==> config.mk <==
export PLATFORM = sky130hd
export DESIGN_NAME = uc_seq
export DESIGN_NICKNAME = d
export VERILOG_FILES = /design/src/rtl/uc_seq.sv
export SDC_FILE = /design/constraint.sdc
export NUM_CORES = 1
export LEC_CHECK = 0
export CELL_PAD_IN_SITES_DETAIL_PLACEMENT = 1
export CELL_PAD_IN_SITES_GLOBAL_PLACEMENT = 1
export CORE_ASPECT_RATIO = 0.9
export CORE_MARGIN = 2
export CORE_UTILIZATION = 29
export CTS_BUF_LIST = sky130_fd_sc_hd__clkbuf_8
export CTS_CLUSTER_DIAMETER = 120
export DETAILED_ROUTE_END_ITERATION = 8
export GPL_TIMING_DRIVEN = 0
export PLACE_DENSITY_LB_ADDON = 0.1
export SYNTH_ARGS = -nofsm -noshare
export SYNTH_HDL_FRONTEND = slang
export SYNTH_SLANG_ARGS = --single-unit
==> constraint.sdc <==
create_clock -name clk -period 3.9 [get_ports clk]
set_input_delay 0.585 -clock clk [delete_from_list [all_inputs] [get_ports clk]]
set_output_delay 0.585 -clock clk [all_outputs]
set_load 0.01 [all_outputs]
==> src/rtl/uc_seq.sv <==
// uc_seq: sequential control unit for the 8-bit microcontroller datapath.
// Define UC_ICOUNT_EN to build the 16-bit retired-instruction counter.
module uc_seq (
    input  logic        clk,
    input  logic        reset,
    input  logic [5:0]  Opcode,
    input  logic        zero,
    input  logic        resume,
    output logic        s_inc,
    output logic        s_inm,
    output logic        we,
    output logic        wez,
    output logic [2:0]  ALUOp,
    output logic        halted,
    output logic        waiting,
    output logic [15:0] icount
);

    typedef enum logic [1:0] {
        ST_RUN,
        ST_WAIT,
        ST_HALT
    } state_t;

    state_t     state_q, state_d;
    logic [3:0] cnt_q, cnt_d;

    logic is_alu, is_li, is_j, is_jz, is_jnz, is_halt, is_wait;

    assign is_alu  = Opcode[5];
    assign is_li   = (Opcode[5:2] == 4'b0000);
    assign is_j    = (Opcode == 6'b000100);
    assign is_jz   = (Opcode == 6'b000101);
    assign is_jnz  = (Opcode == 6'b000110);
    assign is_halt = (Opcode == 6'b000111);
    assign is_wait = (Opcode[5:2] == 4'b0010);

    always_comb begin
        s_inc   = 1'b1;
        s_inm   = 1'b0;
        we      = 1'b0;
        wez     = 1'b0;
        ALUOp   = 3'b000;
        halted  = 1'b0;
        waiting = 1'b0;
        state_d = state_q;
        cnt_d   = cnt_q;
        unique case (state_q)
            ST_RUN: begin
                unique case (1'b1)
                    is_alu: begin
                        ALUOp = Opcode[4:2];
                        we    = 1'b1;
                        wez   = 1'b1;
                    end
                    is_li: begin
                        s_inm = 1'b1;
                        we    = 1'b1;
                    end
                    is_j:   s_inc = 1'b0;
                    is_jz:  s_inc = ~zero;
                    is_jnz: s_inc = zero;
                    is_halt: begin
                        s_inc   = 1'b0;
                        state_d = ST_HALT;
                    end
                    is_wait: begin
                        // 4*(nn+1)-2 leaves the decode and exit cycles outside the countdown
                        s_inc   = 1'b0;
                        cnt_d   = {Opcode[1:0], 2'b10};
                        state_d = ST_WAIT;
                    end
                    default: ;
                endcase
            end
            ST_WAIT: begin
                waiting = 1'b1;
                if (cnt_q == 4'd0) begin
                    state_d = ST_RUN;
                end else begin
                    s_inc = 1'b0;
                    cnt_d = cnt_q - 4'd1;
                end
            end
            ST_HALT: begin
                halted = 1'b1;
                s_inc  = resume;
                if (resume) state_d = ST_RUN;
            end
            default: state_d = ST_RUN;
        endcase
        if (!reset) begin
            s_inc   = 1'b1;
            s_inm   = 1'b0;
            we      = 1'b0;
            wez     = 1'b0;
            ALUOp   = 3'b000;
            halted  = 1'b0;
            waiting = 1'b0;
        end
    end

    always_ff @(posedge clk or negedge reset) begin
        if (!reset) begin
            state_q <= ST_RUN;
            cnt_q   <= 4'd0;
        end else begin
            state_q <= state_d;
            cnt_q   <= cnt_d;
        end
    end

`ifdef UC_ICOUNT_EN
    logic        retire;
    logic [15:0] icount_q, icount_d;

    assign retire = ((state_q == ST_RUN) && !is_halt && !is_wait)
                  || ((state_q == ST_WAIT) && (cnt_q == 4'd0))
                  || ((state_q == ST_HALT) && resume);

    assign icount_d = icount_q + 16'(retire);

    always_ff @(posedge clk or negedge reset) begin
        if (!reset) icount_q <= 16'h0000;
        else        icount_q <= icount_d;
    end

    assign icount = icount_q;
`else
    assign icount = 16'h0000;
`endif

endmodule

==> flow_summary.ini, run 1 <==
[setup_path]
worstPathRequired_ns = 3.31
cp_top_family = buffers and inverters
slowest_stage = or4b_4
crit_fanout = 6
setup.worst_path.class = in -> out
arrival_ns = 2.61
worst_path_most_repeated_cell = clkdlybuf4s50_1
crit_buf_inv = 2
crit_path_start_kind = input pin
critPathCaptureType = output pin
slowest_delay_ns = 0.57
crit_chain = clkdlybuf4s50_1 -> or4b_4 -> o311ai_1 -> o2111ai_1 -> clkdlybuf4s50_1

[yosys]
synthAdderAreaFrac = 0.0404
ys_ff_latch = 6
yosys.area_share.simple = 0.315
synthMuxAreaShare = 0
post_synth_num_cell_types = 35
synth_compound_area_frac = 0.152
synthCells = 72
syn_area_um2 = 619
ys_seq_area_frac = 0.242
synth-warning-count = 0
synth_xor_area_frac = 0.0141
avgSynthCellArea_um2 = 8.60
synth_top_family_by_area = simple AND/OR/NAND/NOR gates

[final_layout]
instances_no_fill = 133
multi_input_comb_area_um2 = 383
nFillCells = 248
syn_to_final_growth_pct = 49.9
drive_gt1_frac = 0.194
diodes = 0
regArea_um2 = 150
final_nets = 122

[routing]
route.detailed.drc = 0
ant_nets = 0
drt-vias-per-instance = 4.61
drt_iter0_drc = 4
drtPass1Iterations = 3
via_count = 613
wl_per_cell_um = 11.6
drt_wl_total_um = 1540

[global_route]
grt_pass1_vias = 549
grt_max_degree = 13
antenna_found_initial = 0
grt_usage = 0.133
grt_pass1_wl_um = 2330
grt.overflow.total = 0

[cts]
cts_setup_buffers = 0
insertion_delay_ns = 0.23
cts_tree = yes
cts_buffer_depth = 2
clk_pin_slew_ns = 0.03
numCtsBuffers = 3
cts-root-buf = clkbuf_8
cts_hold_buf = 0
cts.sinks = 6
cts-htree-levels = 1
cts_resized = 0

[power_and_ir_drop]
p_leak_nw = 0.436
peakVddDrop_uv = 275
power_density_mw_per_mm2 = 454

[floorplanning]
dieArea_mm2 = 0.00252
fp.dieH_um = 47.8
start_util = 0.314
fp.coreArea_mm2 = 0.00197
ios = 35
rows = 15
die_w_um = 52.7

[sta]
slew_headroom = 0.614
fin_crit_ns = 3.20
fin_setup_tns_ns = 0
fmax_mhz = 313
worstMarginPinSlew_ns = 0.571
setup_viol = 0
skew_ns = 0.00579
drv_slew = 0
fin_crit_sh = 0.820
rsz0062_at_grt = false
hold_viol_final = 0

[status]
status = finished clean

[place]
dpl.hpwl_um = 1250
io_buffers = 18
gp_congestion = 0.686
dpl.cell_count = 130

[run]
maxCapViolations = 0

[min_path]
hold_class = reg -> reg
[placed cells by master, fill, tap and decap left out, types with 2 or more instances in the layout]
master,Yosys,routed
ha_1,2,2
nor4_1,3,3
and2_1,4,4
nor3_1,3,3
inv_1,4,4
dfrtp_1,6,6
nand3_1,2,2
clkbuf_8,0,3
clkdlybuf4s50_1,0,18
a221oi_1,2,2
buf_4,16,16
and3_1,3,3
clkbuf_1,2,2
conb_1,1,16
or4b_1,2,2
[report_power, final]
part / internal, mW / switching, mW
combinational: 0.106 / 0.105
sequential: 0.0893 / 0.0268
clock: 0.0664 / 0.0281
total: 0.262 / 0.160
[sequential cells by signal, summed over array words and instances (netlist names)]
| register | flops |
|---|---|
| state_q | 2 |
| cnt_q | 4 |
[per-layer routing]
metal / up-vias / wire [um] / global-route usage
li1: 306 / - / -
met1: 283 / 621 / 0.134
met2: 24 / 768 / 0.245
met3: 0 / 153 / 0.0719
met4: 0 / 0 / 0.0308
met5: - / 0 / 0
[synthesized netlist by cell type]
cell,n,area [um^2]
o21ai_0,1,5.00
a22o_1,1,8.76
o311ai_0,1,8.76
and2_2,1,7.51
nor2_1,1,3.75
o21a_1,1,7.51
nor3b_1,1,7.51
nor2b_1,1,6.26
nor4b_1,1,8.76
ha_1,2,25.0
a211oi_1,1,7.51
nand4b_1,1,8.76
and2_1,4,25.0
or3b_1,1,8.76
inv_1,4,15.0
o211a_1,1,10.0
dfrtp_1,6,150
conb_1,1,3.75
xnor2_1,1,8.76
and3b_1,1,8.76
clkbuf_1,2,7.51
or4b_1,2,20.0
o22ai_1,1,6.26
nor4_1,3,18.8
nand3b_1,1,7.51
a221oi_1,2,17.5
nand3_1,2,10.0
buf_4,16,120
or4b_4,1,13.8
o21ai_1,1,5.00
nor3_1,3,15.0
o311ai_1,1,8.76
and3_1,3,18.8
nand2b_1,1,6.26
o2111ai_1,1,8.76
[layout make-up]
cell class / count / share of cell area
inverter: 4 / 0.0162
multi-input combinational: 59 / 0.412
timing repair buffer: 18 / 0.194
sequential: 6 / 0.162
tap: 25 / 0.0337
buffer: 18 / 0.137
clock buffer: 3 / 0.0445
[path summary, 6_finish.rpt]
check	from	to	slack, ns	cells past startpoint
max	Opcode[3]	s_inc	0.70	5
min reg2reg	cnt_q[1]	cnt_q[1]	0.52	1
max in group asynchronous	reset	cnt_q[3]	2.90	1
max reg2reg	cnt_q[0]	cnt_q[1]	2.29	5
min	cnt_q[1]	cnt_q[1]	0.52	1
min in group asynchronous	reset	state_q[1]	0.68	1
[stage by stage]
| step | total power, mW | hold slack (ns) | area [um^2] | worst slack (ns) | utilization |
|---|---|---|---|---|---|
| 6_report | 0.421 | 0.517 | 928 | 0.702 | 0.471 |
| 5_1_grt | 0.459 | 0.547 | 928 | 0.599 | 0.471 |
| 4_1_cts | 0.429 | 0.520 | 928 | 0.681 | 0.471 |
| 3_5_place_dp | 0.330 | 0.513 | 887 | 0.674 | 0.450 |
| 3_3_place_gp | 0.323 | 0.506 | 887 | 0.689 | 0.450 |
| 2_1_floorplan | 0.257 | 0.289 | 676 | 1.73 | - |
[worst reg2reg max path, delay by kind of cell, from the launching register on]
kind / cells / cell delay (ns)
AOI/OAI and AO/OA: 2 / 0.42
DFF: 1 / 0.36
adders and majority gates: 1 / 0.17
and+or+nand+nor: 1 / 0.43
buffers and inverters: 1 / 0.11
[cells by family (layout without fill, tap and decap cells)]
logic type      after synthesis  in the layout
compound gates               12             12
xor+xnor                      1              1
fa+ha+maj                     2              2
buf+inv                      22             43
flops                         6              6
other cells                   1             16
simple gates                 28             28
Power figures use the tool's default switching activity.
==> inputs of run 2 (changes only) <==
Settings changed: CORE_UTILIZATION 29 to 24.
Clock period 3.9 ns to 2.6 ns, I/O delays scaled along.
==> run 2 against run 1 <==
  * Via count is 1.6% lower
  * Global-route usage shrank 2.0 points
  * Critical path type is now reg -> out
  * Largest power group unchanged
  * Worst setup slack got worse by 0.51 ns
  * Critical endpoint is now ALUOp[1]
  * Die area is 19% higher
  * Sequential power is 53% higher
  * Flip-flop and latch count did not move
  * Register-to-register slack got worse by 1.4 ns
  * Design area is 0.67% higher
  * Critical path depth stayed put
==> flow_summary.ini, run 2 (synthesized netlist as in run 1, its figures left out) <==
[floorplanning]
ios = 35
start_util = 0.253
fp.dieH_um = 52.2
fp.coreArea_mm2 = 0.00245
die_w_um = 57.5
rows = 17
dieArea_mm2 = 0.00300

[final_layout]
diodes = 0
drive_gt1_frac = 0.204
instances_no_fill = 136
largest_register_ffs = 4
top_register = cnt_q
nFillCells = 304
syn_to_final_growth_pct = 50.9
multi_input_comb_area_um2 = 385
final_nets = 122
regArea_um2 = 150
reg_top3 = cnt_q (4), state_q (2)
final_cell_mix = 16 x buf_4, 16 x conb_1, 12 x clkdlybuf4s50_1, 6 x dfrtp_1

[sta]
fin_crit_ns = 2.41
hold_viol_final = 0
drv_slew = 0
fmax_mhz = 415
fin_setup_tns_ns = 0
setup_viol = 0
setup_slack_ns = 0.191
slew_headroom = 0.625
rsz0062_at_grt = false
fin_crit_sh = 0.926
worstMarginPinSlew_ns = 0.555
skew_ns = 0.00435
hold_slack_ns = 0.103

[global_route]
met3_usage = 0.0444
grt_pass1_vias = 579
grt_usage = 0.113
grt.overflow.total = 0
met2_usage = 0.182
grt.met1_usage = 0.152
grt_pass1_wl_um = 2600
busiest_layer = met2
grt_max_degree = 13
antenna_found_initial = 0

[cts]
numCtsBuffers = 3
cts_buffer_depth = 2
cts_tree = yes
cts_setup_buffers = 0
cts-htree-levels = 1
cts-root-buf = clkbuf_8
clk_pin_slew_ns = 0.04
cts.sinks = 6
insertion_delay_ns = 0.22

[setup_path]
arrival_ns = 2.02
critPathCaptureType = output pin
crit_buf_inv = 2
slowest_stage = clkdlybuf4s50_1
worstPathRequired_ns = 2.21
crit_chain = clkbuf_1 -> nor2_2 -> and3_1 -> and2_2 -> clkdlybuf4s50_1
setup.worst_path.class = reg -> out
crit_path_start_kind = register
cp_top_family = buffers and inverters
slowest_delay_ns = 0.53
crit_fanout = 10

[power_and_ir_drop]
p_leak_nw = 0.458
peakVddDrop_uv = 589
power_density_mw_per_mm2 = 684

[routing]
ant_nets = 0
wl_per_cell_um = 12.3
drt-vias-per-instance = 4.43
drt_wl_total_um = 1680
route.detailed.drc = 0
drt_iter0_drc = 3
via_count = 603
drtPass1Iterations = 2

[place]
gp_congestion = 0.690
dpl.cell_count = 133
dpl.hpwl_um = 1270
io_buffers = 18
dp_slack_ns = -0.232

[run]
maxCapViolations = 0

[status]
status = finished clean

[min_path]
hold_class = in -> async
==> run 2: worst register-to-register path, stage by stage, from the launching register on <==
cell and delay (ns):
dfrtp_1 0.36, inv_1 0.12, ha_1 0.18, or3b_1 0.45
a22o_1 0.26, o21a_1 0.18
==> run 2: routing by layer <==
layer	wire length, um	vias to the layer above	part of all wire
li1	-	307	-
met1	836	274	0.50
met2	742	22	0.44
met3	96	0	0.057
met4	0	0	0
met5	0	-	0
==> run 2: layout make-up <==
class / count / share of cell area
inverters: 4 / 0.0161
clock buffers: 3 / 0.0442
repair buffers: 18 / 0.193
flip-flops and latches: 6 / 0.161
multi-input cells: 59 / 0.412
well taps: 28 / 0.0375
plain buffers: 18 / 0.137
==> run 2: final timing paths <==
check | startpoint | to | slack [ns] | cells past startpoint
min in group clk | cnt_q[1] | cnt_q[1] | 0.54 | 1
worst min register to register | cnt_q[1] | cnt_q[1] | 0.54 | 1
worst max register to register | cnt_q[0] | cnt_q[1] | 0.94 | 5
max in group asynchronous | reset | cnt_q[3] | 2.17 | 1
worst max-delay path | state_q[1] | ALUOp[1] | 0.19 | 5
worst min-delay path | reset | state_q[1] | 0.10 | 1
==> run 2: through the flow <==
step            util  power, mW  cell area (um^2)
2_1_floorplan      -      0.385               676
3_3_place_gp   0.364      0.487               891
3_5_place_dp   0.364      0.495               891
4_1_cts        0.379      0.642               927
5_1_grt        0.382      0.692               935
6_report       0.382      0.639               935
==> run 2: power by group <==
group          internal, mW  switching [mW]  total (mW)
sequential            0.134          0.0443       0.178
clock                0.0995          0.0403       0.140
combinational         0.155           0.166       0.321
==> run 2: what timing repair did <==
| action | in CTS | in global routing |
|---|---|---|
| hold buffers | 0 | 0 |
| resized for setup | 4 | 3 |
| endpoints found under the setup margin | 1 | 4 |
